## config.mk

```make
export PLATFORM = sky130hd
export DESIGN_NAME = sdram_cmd_seq_flat
export DESIGN_NICKNAME = d
export VERILOG_FILES = /design/src/rtl/sdram_cmd_seq_if.sv /design/src/rtl/sdram_cmd_seq.sv /design/src/flat_wrapper.sv
export SDC_FILE = /design/constraint.sdc
export NUM_CORES = 1
export LEC_CHECK = 0
export CAP_MARGIN = 20
export CORE_MARGIN = 1.5
export CORE_UTILIZATION = 40
export CTS_CLUSTER_DIAMETER = 200
export DETAILED_ROUTE_END_ITERATION = 8
export PLACE_DENSITY = 0.76
export SYNTH_ARGS = -nofsm -noshare
export SYNTH_HDL_FRONTEND = slang
export SYNTH_SLANG_ARGS = --single-unit
```

## constraint.sdc

```tcl
create_clock -name Clk -period 1.8 [get_ports Clk]
set_clock_uncertainty 0.2 [all_clocks]
set_input_delay 0.27 -clock Clk [delete_from_list [all_inputs] [get_ports Clk]]
set_output_delay 0.27 -clock Clk [all_outputs]
set_load 0.05 [all_outputs]
```

## src/rtl/sdram_cmd_seq_if.sv

```systemverilog
// Host-side request/refresh handshake for sdram_cmd_seq.
interface sdram_cmd_seq_if #(
  parameter int ROW_W = 12,
  parameter int COL_W = 8
);
  logic                   req;
  logic                   req_wr;
  logic [1+ROW_W+COL_W:0] req_addr;
  logic                   req_ack;
  logic                   ref_req;
  logic                   ref_ack;

  modport master (
    output req, req_wr, req_addr, ref_req,
    input  req_ack, ref_ack
  );

  modport slave (
    input  req, req_wr, req_addr, ref_req,
    output req_ack, ref_ack
  );
endinterface

```

## src/rtl/sdram_cmd_seq.sv

```systemverilog
// SDRAM command sequencer: ACTIVE/RW/PRECHARGE walk with run-time tRCD/tRP.
// Define SDRAM_REFRESH_EN to compile in the AUTO REFRESH path.
module sdram_cmd_seq #(
  parameter int ROW_W     = 12,
  parameter int COL_W     = 8,
  parameter int BURST_LEN = 4,
  parameter int RFC_CYC   = 7
) (
  input  logic             Clk,
  input  logic             Reset,
  sdram_cmd_seq_if.slave   host,
  input  logic [1:0]       rcd_max,
  input  logic [1:0]       rp_max,
  output logic             cs_n,
  output logic             ras_n,
  output logic             cas_n,
  output logic             we_n,
  output logic [1:0]       sdr_ba,
  output logic [ROW_W-1:0] sdr_a,
  output logic             wr_beat,
  output logic             rd_beat,
  output logic             busy
);

  localparam logic [3:0] S_IDLE  = 4'd0;
  localparam logic [3:0] S_ACT   = 4'd1;
  localparam logic [3:0] S_RCD   = 4'd2;
  localparam logic [3:0] S_CMD   = 4'd3;
  localparam logic [3:0] S_BURST = 4'd4;
  localparam logic [3:0] S_PRE   = 4'd5;
  localparam logic [3:0] S_RP    = 4'd6;
`ifdef SDRAM_REFRESH_EN
  localparam logic [3:0] S_REF   = 4'd7;
  localparam logic [3:0] S_RFC   = 4'd8;
`endif

  localparam logic [2:0] C_NOP = 3'b111;
  localparam logic [2:0] C_ACT = 3'b011;
  localparam logic [2:0] C_RD  = 3'b101;
  localparam logic [2:0] C_WR  = 3'b100;
  localparam logic [2:0] C_PRE = 3'b010;
`ifdef SDRAM_REFRESH_EN
  localparam logic [2:0] C_REF = 3'b001;
`endif

  logic [3:0]       state;
  logic [3:0]       state_nxt;
  logic [1:0]       t_cnt;
  logic [2:0]       b_cnt;
  logic             wr_q;
  logic [1:0]       bank_q;
  logic [COL_W-1:0] col_q;

  logic [2:0]       cmd_nxt;
  logic [1:0]       ba_nxt;
  logic [ROW_W-1:0] a_nxt;
  logic             beat_nxt;
  logic             req_ack_nxt;
  logic             go_cmd;
  logic             go_pre;

  logic [1:0]       req_bank;
  logic [ROW_W-1:0] req_row;
  logic [COL_W-1:0] req_col;

  assign req_bank = host.req_addr[1+ROW_W+COL_W -: 2];
  assign req_row  = host.req_addr[ROW_W+COL_W-1:COL_W];
  assign req_col  = host.req_addr[COL_W-1:0];

`ifdef SDRAM_REFRESH_EN
  logic [3:0] rfc_cnt;
  logic       ref_ack_nxt;
`else
  logic       ref_unused;
  assign ref_unused   = host.ref_req;
  assign host.ref_ack = 1'b0;
`endif

  // Outputs are decided from the next state so the pins are true flops.
  always_comb begin
    state_nxt   = state;
    cmd_nxt     = C_NOP;
    ba_nxt      = bank_q;
    a_nxt       = '0;
    beat_nxt    = 1'b0;
    req_ack_nxt = 1'b0;
    go_cmd      = 1'b0;
    go_pre      = 1'b0;
`ifdef SDRAM_REFRESH_EN
    ref_ack_nxt = 1'b0;
`endif
    unique case (state)
      S_IDLE: begin
`ifdef SDRAM_REFRESH_EN
        if (host.ref_req) begin
          state_nxt   = S_REF;
          cmd_nxt     = C_REF;
          ref_ack_nxt = 1'b1;
        end else
`endif
        if (host.req) begin
          state_nxt   = S_ACT;
          cmd_nxt     = C_ACT;
          ba_nxt      = req_bank;
          a_nxt       = req_row;
          req_ack_nxt = 1'b1;
        end
      end
      S_ACT: begin
        if (rcd_max == 2'd0) go_cmd = 1'b1;
        else state_nxt = S_RCD;
      end
      S_RCD: begin
        if (t_cnt <= 2'd1) go_cmd = 1'b1;
      end
      S_CMD: begin
        if (BURST_LEN == 1) begin
          go_pre = 1'b1;
        end else begin
          state_nxt = S_BURST;
          beat_nxt  = 1'b1;
        end
      end
      S_BURST: begin
        if (b_cnt <= 3'd1) go_pre = 1'b1;
        else beat_nxt = 1'b1;
      end
      S_PRE: begin
        state_nxt = (rp_max == 2'd0) ? S_IDLE : S_RP;
      end
      S_RP: begin
        if (t_cnt <= 2'd1) state_nxt = S_IDLE;
      end
`ifdef SDRAM_REFRESH_EN
      S_REF: begin
        state_nxt = S_RFC;
      end
      S_RFC: begin
        if (rfc_cnt <= 4'd1) state_nxt = S_IDLE;
      end
`endif
      default: begin
        state_nxt = S_IDLE;
      end
    endcase
    if (go_cmd) begin
      state_nxt = S_CMD;
      cmd_nxt   = wr_q ? C_WR : C_RD;
      a_nxt     = ROW_W'(col_q);
      beat_nxt  = 1'b1;
    end
    if (go_pre) begin
      state_nxt = S_PRE;
      cmd_nxt   = C_PRE;
      a_nxt[10] = 1'b1;
    end
  end

  always_ff @(posedge Clk) begin
    if (Reset) begin
      state               <= S_IDLE;
      t_cnt               <= '0;
      b_cnt               <= '0;
      wr_q                <= 1'b0;
      bank_q              <= '0;
      col_q               <= '0;
      cs_n                <= 1'b1;
      {ras_n, cas_n, we_n} <= C_NOP;
      sdr_ba              <= '0;
      sdr_a               <= '0;
      wr_beat             <= 1'b0;
      rd_beat             <= 1'b0;
      busy                <= 1'b0;
      host.req_ack        <= 1'b0;
`ifdef SDRAM_REFRESH_EN
      rfc_cnt             <= '0;
      host.ref_ack        <= 1'b0;
`endif
    end else begin
      state               <= state_nxt;
      cs_n                <= 1'b0;
      {ras_n, cas_n, we_n} <= cmd_nxt;
      sdr_ba              <= ba_nxt;
      sdr_a               <= a_nxt;
      wr_beat             <= beat_nxt & wr_q;
      rd_beat             <= beat_nxt & ~wr_q;
      busy                <= (state_nxt != S_IDLE);
      host.req_ack        <= req_ack_nxt;
      if (req_ack_nxt) begin
        wr_q   <= host.req_wr;
        bank_q <= req_bank;
        col_q  <= req_col;
      end
      // Wait counters hold their remaining cycles and stop at zero.
      case (state)
        S_ACT:        t_cnt <= rcd_max;
        S_PRE:        t_cnt <= rp_max;
        S_RCD, S_RP:  if (t_cnt != 2'd0) t_cnt <= t_cnt - 2'd1;
        S_CMD:        b_cnt <= 3'(BURST_LEN - 1);
        S_BURST:      if (b_cnt != 3'd0) b_cnt <= b_cnt - 3'd1;
        default:      ;
      endcase
`ifdef SDRAM_REFRESH_EN
      host.ref_ack <= ref_ack_nxt;
      if (state == S_REF) rfc_cnt <= 4'(RFC_CYC);
      else if (state == S_RFC && rfc_cnt != 4'd0) rfc_cnt <= rfc_cnt - 4'd1;
`endif
    end
  end

endmodule

```

## src/flat_wrapper.sv

```systemverilog
// flat-port wrapper written by rule: the top's interface ports become plain ports
module sdram_cmd_seq_flat 
#(
  parameter int ROW_W     = 12,
  parameter int COL_W     = 8,
  parameter int BURST_LEN = 4,
  parameter int RFC_CYC   = 7
)
  (Clk, Reset, rcd_max, rp_max, cs_n, ras_n, cas_n, we_n, sdr_ba, sdr_a, wr_beat, rd_beat, busy, host_req, host_req_wr, host_req_addr, host_ref_req, host_req_ack, host_ref_ack);
  sdram_cmd_seq_if #(.ROW_W(ROW_W), .COL_W(COL_W)) host_i ();
  input  logic Clk;
  input  logic Reset;
  input  logic [1:0] rcd_max;
  input  logic [1:0] rp_max;
  output logic cs_n;
  output logic ras_n;
  output logic cas_n;
  output logic we_n;
  output logic [1:0] sdr_ba;
  output logic [ROW_W-1:0] sdr_a;
  output logic wr_beat;
  output logic rd_beat;
  output logic busy;
  input wire logic [$bits(host_i.req)-1:0] host_req;
  input wire logic [$bits(host_i.req_wr)-1:0] host_req_wr;
  input wire logic [$bits(host_i.req_addr)-1:0] host_req_addr;
  input wire logic [$bits(host_i.ref_req)-1:0] host_ref_req;
  output wire logic [$bits(host_i.req_ack)-1:0] host_req_ack;
  output wire logic [$bits(host_i.ref_ack)-1:0] host_ref_ack;
  assign host_i.req = host_req;
  assign host_i.req_wr = host_req_wr;
  assign host_i.req_addr = host_req_addr;
  assign host_i.ref_req = host_ref_req;
  assign host_req_ack = host_i.req_ack;
  assign host_ref_ack = host_i.ref_ack;
  sdram_cmd_seq #(.ROW_W(ROW_W), .COL_W(COL_W), .BURST_LEN(BURST_LEN), .RFC_CYC(RFC_CYC)) u_core (.Clk(Clk), .Reset(Reset), .host(host_i), .rcd_max(rcd_max), .rp_max(rp_max), .cs_n(cs_n), .ras_n(ras_n), .cas_n(cas_n), .we_n(we_n), .sdr_ba(sdr_ba), .sdr_a(sdr_a), .wr_beat(wr_beat), .rd_beat(rd_beat), .busy(busy));
endmodule
```

==> report_table.html, run 1 <==
<table>
<tr><th>Metric</th><th>Value</th></tr>
<tr><th colspan="2">GRT</th></tr>
<tr><td>Number of antenna violations at the first check in global routing</td><td>0</td></tr>
<tr><td>Wire length of the first global-routing pass</td><td>6.04 mm</td></tr>
<tr><td>Total routing usage reported by global routing</td><td>0.173</td></tr>
<tr><td>Gr ovfl total</td><td>0</td></tr>
<tr><td>Pin count of the biggest net entering global routing</td><td>19</td></tr>
<tr><td>Via count of the first global-routing pass</td><td>1,356</td></tr>
<tr><th colspan="2">Logic synthesis</th></tr>
<tr><td>Post-synthesis sequential element count</td><td>42</td></tr>
<tr><td>Ys Warns</td><td>0</td></tr>
<tr><td>Compound-Gate Fraction of Synth Area</td><td>0.215</td></tr>
<tr><td>Synthesized-area fraction occupied by adder cells</td><td>0.0365</td></tr>
<tr><td>Yosys top cell area share</td><td>0.491</td></tr>
<tr><td>Number of distinct library cells after synthesis</td><td>43</td></tr>
<tr><td>Count leader, synth</td><td>sky130_fd_sc_hd__dfxtp_1</td></tr>
<tr><td>Number of enable-type register cells in the synthesized netlist</td><td>0</td></tr>
<tr><td>Synthesized-area fraction occupied by and/or/nand/nor cells</td><td>0.189</td></tr>
<tr><td>Share of synthesized registers carrying an async set or reset</td><td>0</td></tr>
<tr><td>Post-synthesis cell count</td><td>187</td></tr>
<tr><td>Cell types with the largest area share after synthesis</td><td>sky130_fd_sc_hd__dfxtp_1 49%, sky130_fd_sc_hd__nand2_1 5.5%, sky130_fd_sc_hd__a21oi_1 5.0%, sky130_fd_sc_hd__a32oi_1 4.1%, sky130_fd_sc_hd__ha_1 3.7%</td></tr>
<tr><td>Synth area leader</td><td>sky130_fd_sc_hd__dfxtp_1</td></tr>
<tr><td>Mux share of post-synthesis cell area</td><td>0</td></tr>
<tr><td>Total standard cell area after synthesis</td><td>1710 µm²</td></tr>
<tr><td>Synthesized area per cell</td><td>9.16 µm²</td></tr>
<tr><td>Ys flop type</td><td>sky130_fd_sc_hd__dfxtp_1</td></tr>
<tr><td>Fraction of the yosys area taken by sequential cells</td><td>0.491</td></tr>
<tr><td>Post-synthesis share of cell area spent on xor and xnor gates</td><td>0</td></tr>
<tr><td>Commonest cells post-synth</td><td>42 x sky130_fd_sc_hd__dfxtp_1, 25 x sky130_fd_sc_hd__nand2_1, 17 x sky130_fd_sc_hd__a21oi_1</td></tr>
<tr><td>Combinational family with the most area after synthesis</td><td>compound AO/OA/AOI/OAI gates</td></tr>
<tr><th colspan="2">Floorplan</th></tr>
<tr><td>Initial Util</td><td>0.422</td></tr>
<tr><td>Placement row count</td><td>23</td></tr>
<tr><td>Chip width</td><td>68.4 µm</td></tr>
<tr><td>Number of placed I/O pins</td><td>54</td></tr>
<tr><td>DIE AREA</td><td>4680 µm²</td></tr>
<tr><td>Floorplan Core Area</td><td>4060 µm²</td></tr>
<tr><td>Die Ht</td><td>68.4 µm</td></tr>
<tr><th colspan="2">Finish</th></tr>
<tr><td>Post-synthesis to final-layout area growth</td><td>45.2%</td></tr>
<tr><td>Non-Filler Instances</td><td>303</td></tr>
<tr><td>Final net count</td><td>289</td></tr>
<tr><td>Antenna diode count</td><td>0</td></tr>
<tr><td>FF/Latch Area</td><td>848 µm²</td></tr>
<tr><td>Total area of multi-input combinational cells</td><td>813 µm²</td></tr>
<tr><td>Fill cell instance count of the final layout</td><td>355</td></tr>
<tr><td>Share of layout cells above drive strength 1</td><td>0.289</td></tr>
<tr><th colspan="2">Flow run</th></tr>
<tr><td># Max-Cap Violations</td><td>0</td></tr>
<tr><th colspan="2">Clocking</th></tr>
<tr><td>Clock insertion delay at the later pin of the skew report</td><td>0.28 ns</td></tr>
<tr><td>Number of buffers inserted for hold repair after clock tree synthesis</td><td>0</td></tr>
<tr><td>TritonCTS Buffers</td><td>5</td></tr>
<tr><td>CTS sink cnt</td><td>42</td></tr>
<tr><td>H-Tree Level Count</td><td>2</td></tr>
<tr><td>Clock input transition at the sequential cells of the worst setup and hold paths</td><td>0.07 ns</td></tr>
<tr><td>Maximum buffer depth of the clock tree</td><td>2</td></tr>
<tr><td>TritonCTS clock tree</td><td>yes</td></tr>
<tr><td>Buffer type at the clock tree root</td><td>sky130_fd_sc_hd__clkbuf_8</td></tr>
<tr><th colspan="2">Critical path</th></tr>
<tr><td>FF-to-FF path depth</td><td>7</td></tr>
<tr><td>Critical path type</td><td>flip-flop to flip-flop</td></tr>
<tr><td>Signal arrival time at the worst endpoint</td><td>1.84 ns</td></tr>
<tr><td>Crit-path cells</td><td>inv_2, ha_4, ha_4, or4b_4, a21oi_4, nor2_2, a211oi_2</td></tr>
<tr><td>Terminus of the critical flop-to-flop path</td><td>u_core.b_cnt[1]</td></tr>
<tr><td>Startpoint of the worst register-to-register path</td><td>u_core.b_cnt[1]</td></tr>
<tr><td>Worst-path cell with the longest stage delay</td><td>sky130_fd_sc_hd__or4b_4</td></tr>
<tr><td>Critical Path RT</td><td>1.80 ns</td></tr>
<tr><td>Type of destination of the critical path</td><td>flip-flop</td></tr>
<tr><td>Sort of element at the start of the critical path</td><td>flip-flop</td></tr>
<tr><td>Critical Path Max Stage Delay</td><td>0.49 ns</td></tr>
<tr><td>R2R Setup Slk</td><td>-0.04 ns</td></tr>
<tr><td>Largest fanout of any net on the critical path</td><td>3</td></tr>
<tr><td>Most common cell on crit path</td><td>sky130_fd_sc_hd__ha_4</td></tr>
<tr><th colspan="2">Detailed routing</th></tr>
<tr><td>Via-per-instance ratio</td><td>5.08</td></tr>
<tr><td>Drt first-iter violations</td><td>63</td></tr>
<tr><td>Average detailed-routed wire length per instance</td><td>12.8 µm</td></tr>
<tr><td>Via Count</td><td>1,540</td></tr>
<tr><td>Drc violations</td><td>0</td></tr>
<tr><td>Detailed-router iteration count before antenna repair</td><td>4</td></tr>
<tr><td>Total Wirelength</td><td>3.88 mm</td></tr>
<tr><td>Remaining antenna violation count</td><td>0</td></tr>
<tr><th colspan="2">Place</th></tr>
<tr><td>Number of port buffers</td><td>51</td></tr>
<tr><td>Placement-stage worst setup slack</td><td>-0.115 ns</td></tr>
<tr><td>Sum of net half-perimeters after detailed placement</td><td>2.90 mm</td></tr>
<tr><td>Placed Instances</td><td>295</td></tr>
<tr><td>Global placer's final weighted congestion</td><td>0.817</td></tr>
<tr><th colspan="2">Min path</th></tr>
<tr><td>Hold path startpoint</td><td>u_core.col_q[4]</td></tr>
<tr><td>Destination of the worst hold path</td><td>u_core.col_q[4]</td></tr>
<tr><td>Worst min path class</td><td>flip-flop to flip-flop</td></tr>
<tr><td>Hold-critical path depth</td><td>2</td></tr>
<tr><th colspan="2">STA</th></tr>
<tr><td>Final setup margin</td><td>-0.0437 ns</td></tr>
<tr><td>Number of hold violations in the final report</td><td>0</td></tr>
<tr><td>Total count of max-transition violations in the final report</td><td>0</td></tr>
<tr><td>Final count of negative-setup-slack endpoints</td><td>3</td></tr>
<tr><td>Maximum clock frequency</td><td>542 MHz</td></tr>
<tr><td>Final worst path period need</td><td>1.84 ns</td></tr>
<tr><td>Slew at the pin closest to its max-slew limit</td><td>0.483 ns</td></tr>
<tr><td>Final cycle utilization of the critical path</td><td>1.02</td></tr>
<tr><td>Worst slew slack as a fraction of its limit</td><td>0.674</td></tr>
<tr><td>Setup repair after global routing missed its margin</td><td>true</td></tr>
<tr><th colspan="2">Power and ir drop</th></tr>
<tr><td>Static leakage</td><td>0.961 nW</td></tr>
<tr><td>Power per Cell Area</td><td>752 nW/µm²</td></tr>
<tr><td>Worst IR Drop VDD</td><td>0.531 mV</td></tr>
<tr><th colspan="2">Run status</th></tr>
<tr><td>Result of the run</td><td>finished with violations</td></tr>
<tr><td>Violated checks</td><td>setup timing</td></tr>
</table>
==> sequential cells by signal (all words and copies together), names as in the netlist <==
| register | count |
|---|---|
| u_core.cas_n | 1 |
| u_core.col_q | 8 |
| u_core.state | 4 |
| u_core.ras_n | 1 |
| u_core.t_cnt | 2 |
| u_core.we_n | 1 |
| u_core.sdr_a | 12 |
| u_core.rd_beat | 1 |
| u_core.bank_q | 2 |
| u_core.wr_beat | 1 |
| u_core.cs_n | 1 |
| u_core.busy | 1 |
| u_core.host.req_ack | 1 |
| u_core.b_cnt | 3 |
| u_core.sdr_ba | 2 |
| u_core.wr_q | 1 |
==> worst max path at each step <==
stage                         start              end  slack [ns]  cells after the start
finish              u_core.b_cnt[1]  u_core.b_cnt[1]       -0.04                      7
global placement    u_core.b_cnt[1]  u_core.b_cnt[1]        -0.1                      7
floorplan           u_core.b_cnt[0]  u_core.b_cnt[2]       -0.05                      7
CTS                 u_core.b_cnt[1]  u_core.b_cnt[0]       -0.13                      7
detailed placement  u_core.b_cnt[1]  u_core.b_cnt[0]       -0.11                      7
global route        u_core.b_cnt[1]  u_core.b_cnt[1]       -0.09                      7
==> routing by layer <==
| layer | up-vias | part of all wire | global-route usage |
|---|---|---|---|
| met1 | 719 | 0.45 | 0.225 |
| met3 | 2 | 0.049 | 0.0362 |
| met2 | 40 | 0.49 | 0.281 |
| met4 | 0 | 0.0049 | 0.0650 |
| li1 | 779 | - | - |
| met5 | - | 0 | 0 |
==> report_power, final <==
part / internal, mW / switching (mW) / total, mW
logic: 0.152 / 0.174 / 0.326
registers: 0.968 / 0.0265 / 0.994
clock network: 0.260 / 0.290 / 0.550
==> worst max-delay path: cells and delay by family, from the launching register on <==
family | cells | cell delay, ns
and+or+nand+nor | 2 | 0.54
buffers and inverters | 1 | 0.05
adders and majority gates | 2 | 0.30
DFF | 1 | 0.33
AOI/OAI and AO/OA | 2 | 0.34
==> placed cells by master, fill, tap and decap left out, drive strengths merged, types with 2 or more instances in the layout <==
master / n
a21o: 3
a22oi: 2
o221ai: 2
nand3b: 2
or4: 2
clkinv: 2
dfxtp: 42
clkdlybuf4s50: 29
nand3: 2
nor2: 16
o22ai: 2
a211oi: 5
a32oi: 8
ha: 5
a21oi: 19
nand2: 26
conb: 2
and2: 4
buf: 43
inv: 9
nor2b: 2
clkbuf: 5
nand2b: 5
==> metrics by stage <==
stage                     area, µm²  utilization  TNS [ns]  power (mW)  hold slack (ns)
final                          2490        0.613   -0.0875        1.87            0.255
after global routing           2490        0.613    -0.235        1.95            0.268
after CTS                      2470        0.608    -0.205        1.88            0.255
after detailed placement       2370        0.584    -0.659        1.34            0.245
after global placement         2370        0.584    -0.478        1.33            0.240
after floorplan                1740            -    -0.137        1.19           0.0977
==> cells by family (layout without fill, tap and decap cells) <==
kind of cell    Yosys count  count (layout)
compound gates           51              51
fa+ha+maj                 5               5
buf+inv                  23              88
flops                    42              42
other cells               1               2
simple gates             65              65
==> final cells by class <==
class                   count  area share
clock buffers               5      0.0277
inverters                   9      0.0136
repair buffers             72       0.262
multi-input cells         123       0.327
flip-flops and latches     42       0.341
clock inverters             2     0.00402
well taps                  50      0.0252
==> timing repair <==
action                     CTS  global route
setup endpoints to repair    3             9
gates resized for setup      2             8
buffers inserted             1             0
pin swaps                    8             6
(Power assumes the default switching activity.)
==> inputs of run 2 (changes only) <==
- PLACE_DENSITY: 0.76 -> 0.73
- REMOVE_ABC_BUFFERS: not set -> 1
- clock period: 1.8 -> 2.2 ns (I/O delays scaled with it)
==> report_table.html, run 2 (synthesis results as in run 1) <==
<table>
<tr><th>Metric</th><th>Value</th></tr>
<tr><th colspan="2">Detailed routing</th></tr>
<tr><td>Remaining antenna violation count</td><td>0</td></tr>
<tr><td>Total Wirelength</td><td>3.61 mm</td></tr>
<tr><td>Average detailed-routed wire length per instance</td><td>12.4 µm</td></tr>
<tr><td>Top metal layer carrying routed signals</td><td>met4</td></tr>
<tr><td>Drt first-iter violations</td><td>67</td></tr>
<tr><td>Detailed-router iteration count before antenna repair</td><td>4</td></tr>
<tr><td>WL met2</td><td>1.66 mm</td></tr>
<tr><td>Routed met3 length</td><td>209 µm</td></tr>
<tr><td>Via Count</td><td>1,464</td></tr>
<tr><td>Drc violations</td><td>0</td></tr>
<tr><td>Routed length on met1</td><td>1.68 mm</td></tr>
<tr><td>Via-per-instance ratio</td><td>5.01</td></tr>
<tr><th colspan="2">Clocking</th></tr>
<tr><td>H-Tree Level Count</td><td>2</td></tr>
<tr><td>Buffer type at the clock tree root</td><td>sky130_fd_sc_hd__clkbuf_8</td></tr>
<tr><td>TritonCTS clock tree</td><td>yes</td></tr>
<tr><td>Setup Fix Bufs, Post-CTS</td><td>0</td></tr>
<tr><td>Maximum buffer depth of the clock tree</td><td>2</td></tr>
<tr><td>Clock insertion delay at the later pin of the skew report</td><td>0.29 ns</td></tr>
<tr><td>Clock input transition at the sequential cells of the worst setup and hold paths</td><td>0.08 ns</td></tr>
<tr><td>CTS sink cnt</td><td>42</td></tr>
<tr><td>TritonCTS Buffers</td><td>5</td></tr>
<tr><th colspan="2">STA</th></tr>
<tr><td>Setup repair after global routing missed its margin</td><td>false</td></tr>
<tr><td>Slew at the pin closest to its max-slew limit</td><td>0.507 ns</td></tr>
<tr><td>Final sum of negative setup slack</td><td>0 ns</td></tr>
<tr><td>Final count of negative-setup-slack endpoints</td><td>0</td></tr>
<tr><td>Number of hold violations in the final report</td><td>0</td></tr>
<tr><td>Final worst path period need</td><td>1.99 ns</td></tr>
<tr><td>Maximum clock frequency</td><td>501 MHz</td></tr>
<tr><td>Final setup margin</td><td>0.205 ns</td></tr>
<tr><td>Final cycle utilization of the critical path</td><td>0.907</td></tr>
<tr><td>Total count of max-transition violations in the final report</td><td>0</td></tr>
<tr><td>Worst slew slack as a fraction of its limit</td><td>0.661</td></tr>
<tr><th colspan="2">Power and ir drop</th></tr>
<tr><td>Static leakage</td><td>0.848 nW</td></tr>
<tr><td>Power per Cell Area</td><td>663 nW/µm²</td></tr>
<tr><td>Worst IR Drop VDD</td><td>0.447 mV</td></tr>
<tr><td>Power share of the sequential group</td><td>0.516</td></tr>
<tr><td>Clock Power Share</td><td>0.326</td></tr>
<tr><td>Cell-internal power</td><td>1.16 mW</td></tr>
<tr><td>Reported net switching power</td><td>0.417 mW</td></tr>
<tr><td>Fraction of power spent switching nets</td><td>0.265</td></tr>
<tr><td>Combinational cell fraction of total power</td><td>0.158</td></tr>
<tr><th colspan="2">Place</th></tr>
<tr><td>Placement-stage worst setup slack</td><td>0.131 ns</td></tr>
<tr><td>Placed inst area</td><td>2280 µm²</td></tr>
<tr><td>Global placer's final weighted congestion</td><td>0.827</td></tr>
<tr><td>Number of port buffers</td><td>51</td></tr>
<tr><td>Sum of net half-perimeters after detailed placement</td><td>2.64 mm</td></tr>
<tr><th colspan="2">Floorplan</th></tr>
<tr><td>Die Ht</td><td>68.4 µm</td></tr>
<tr><td>Chip width</td><td>68.4 µm</td></tr>
<tr><td>DIE AREA</td><td>4680 µm²</td></tr>
<tr><td>Floorplan Core Area</td><td>4060 µm²</td></tr>
<tr><td>Initial Util</td><td>0.422</td></tr>
<tr><td>Placement row count</td><td>23</td></tr>
<tr><td>Number of placed I/O pins</td><td>54</td></tr>
<tr><th colspan="2">Flow run</th></tr>
<tr><td># Max-Cap Violations</td><td>0</td></tr>
<tr><th colspan="2">GRT</th></tr>
<tr><td>Via count of the first global-routing pass</td><td>1,333</td></tr>
<tr><td>Pin count of the biggest net entering global routing</td><td>24</td></tr>
<tr><td>Gr ovfl total</td><td>0</td></tr>
<tr><td>Wire length of the first global-routing pass</td><td>6.02 mm</td></tr>
<tr><td>Number of antenna violations at the first check in global routing</td><td>0</td></tr>
<tr><td>Total routing usage reported by global routing</td><td>0.173</td></tr>
<tr><th colspan="2">Finish</th></tr>
<tr><td>Share of layout cells above drive strength 1</td><td>0.107</td></tr>
<tr><td>Commonest cells after routing, fill and taps aside</td><td>51 x sky130_fd_sc_hd__clkdlybuf4s50_1, 41 x sky130_fd_sc_hd__dfxtp_1, 25 x sky130_fd_sc_hd__nand2_1</td></tr>
<tr><td>Post-route cell area</td><td>2370 µm²</td></tr>
<tr><td>Post-synthesis to final-layout area growth</td><td>38.6%</td></tr>
<tr><td>Largest register FFs</td><td>12</td></tr>
<tr><td>Fill cell instance count of the final layout</td><td>342</td></tr>
<tr><td>Largest register by flop count</td><td>u_core.sdr_a</td></tr>
<tr><td>Largest registers</td><td>u_core.sdr_a: 12 flops, u_core.col_q: 8 flops, u_core.state: 4 flops</td></tr>
<tr><td>Most common library cell in the layout ignoring fill and taps</td><td>sky130_fd_sc_hd__clkdlybuf4s50_1</td></tr>
<tr><td>Antenna diode count</td><td>0</td></tr>
<tr><td>Final net count</td><td>277</td></tr>
<tr><th colspan="2">Critical path</th></tr>
<tr><td>Critical path type</td><td>flip-flop to flip-flop</td></tr>
<tr><td>Startpoint of the worst register-to-register path</td><td>u_core.b_cnt[0]</td></tr>
<tr><td>Largest fanout of any net on the critical path</td><td>5</td></tr>
<tr><td>Critical Path RT</td><td>2.21 ns</td></tr>
<tr><td>Crit-path cells</td><td>inv_1, ha_1, ha_1, or4b_1, a21oi_2, nor2_1, a211oi_1</td></tr>
<tr><td>Type of destination of the critical path</td><td>flip-flop</td></tr>
<tr><td>Sort of element at the start of the critical path</td><td>flip-flop</td></tr>
<tr><td>Signal arrival time at the worst endpoint</td><td>2.00 ns</td></tr>
<tr><td>Most common cell on crit path</td><td>sky130_fd_sc_hd__ha_1</td></tr>
<tr><td>Critical Path Max Stage Delay</td><td>0.48 ns</td></tr>
<tr><td>Critical path startpoint</td><td>u_core.b_cnt[0]</td></tr>
<tr><td>Worst-path cell with the longest stage delay</td><td>sky130_fd_sc_hd__or4b_1</td></tr>
<tr><th colspan="2">Run status</th></tr>
<tr><td>Result of the run</td><td>completed</td></tr>
<tr><th colspan="2">Min path</th></tr>
<tr><td>Hold path startpoint</td><td>u_core.col_q[3]</td></tr>
<tr><td>Worst min path class</td><td>flip-flop to flip-flop</td></tr>
</table>
## run 2: cell count changes in the layout (fill, tap and decap cells not counted), moves of 3 or more
cell and delta:
sky130_fd_sc_hd__dfxtp_1 +5, sky130_fd_sc_hd__clkdlybuf4s50_1 +22, sky130_fd_sc_hd__dfxtp_2 -5, sky130_fd_sc_hd__buf_12 -3
sky130_fd_sc_hd__buf_4 -31
## run 2: layer usage
layer / vias to the layer above / GRT usage
li1: 759 / -
met1: 652 / 0.231
met2: 46 / 0.266
met3: 7 / 0.0444
met4: 0 / 0.0675
met5: - / 0
## run 2: power by group through the flow
stage	Clock (mW)	Sequential (mW)	Combinational [mW]
floorplan	0	0.877	0.0729
global placement	0	0.829	0.248
detailed placement	0	0.829	0.249
CTS	0.530	0.811	0.250
global route	0.562	0.816	0.270
finish	0.513	0.811	0.249
## run 2: final cells by class
type,instances,area [µm²],area share
Clock buffer,6,82.6,0.0348
Clock inverter,2,12.5,0.00527
Inverter,9,33.8,0.0142
Multi-Input combinational cell,123,762,0.321
Sequential cell,42,842,0.355
Tap cell,50,62.6,0.0264
Timing Repair Buffer,60,578,0.244
## run 2: repair_timing
action,in CTS,in global routing
hold buffers,0,0
gates resized for setup,0,1
endpoints found under the setup margin,0,2
endpoints found under the hold margin,0,0
## run 2: final timing paths
| path | to | cells after the start | slack [ns] |
|---|---|---|---|
| worst max-delay path | u_core.b_cnt[1] | 7 | 0.21 |
| worst min-delay path | u_core.col_q[3] | 2 | 0.26 |
| worst max register to register | u_core.b_cnt[1] | 7 | 0.21 |
| worst min register to register | u_core.col_q[3] | 2 | 0.26 |
## run 2: stage by stage
| stage | hold slack (ns) | std cells | utilization | power (mW) |
|---|---|---|---|---|
| finish | 0.255 | 292 | 0.585 | 1.57 |
| global route | 0.282 | 292 | 0.585 | 1.65 |
| CTS | 0.258 | 292 | 0.585 | 1.59 |
| detailed placement | 0.247 | 284 | 0.561 | 1.08 |
| global placement | 0.243 | 284 | 0.561 | 1.08 |
| floorplan | 0.158 | 174 | - | 0.949 |
## run 2: worst max-delay path, delay by kind of cell (launching register included)
family                   cells  cell delay (ns)
buffers and inverters        1             0.05
adder cells (fa/ha/maj)      2             0.39
flip-flops                   1             0.37
AO/OA/AOI/OAI                2             0.37
AND/OR/NAND/NOR              2             0.53
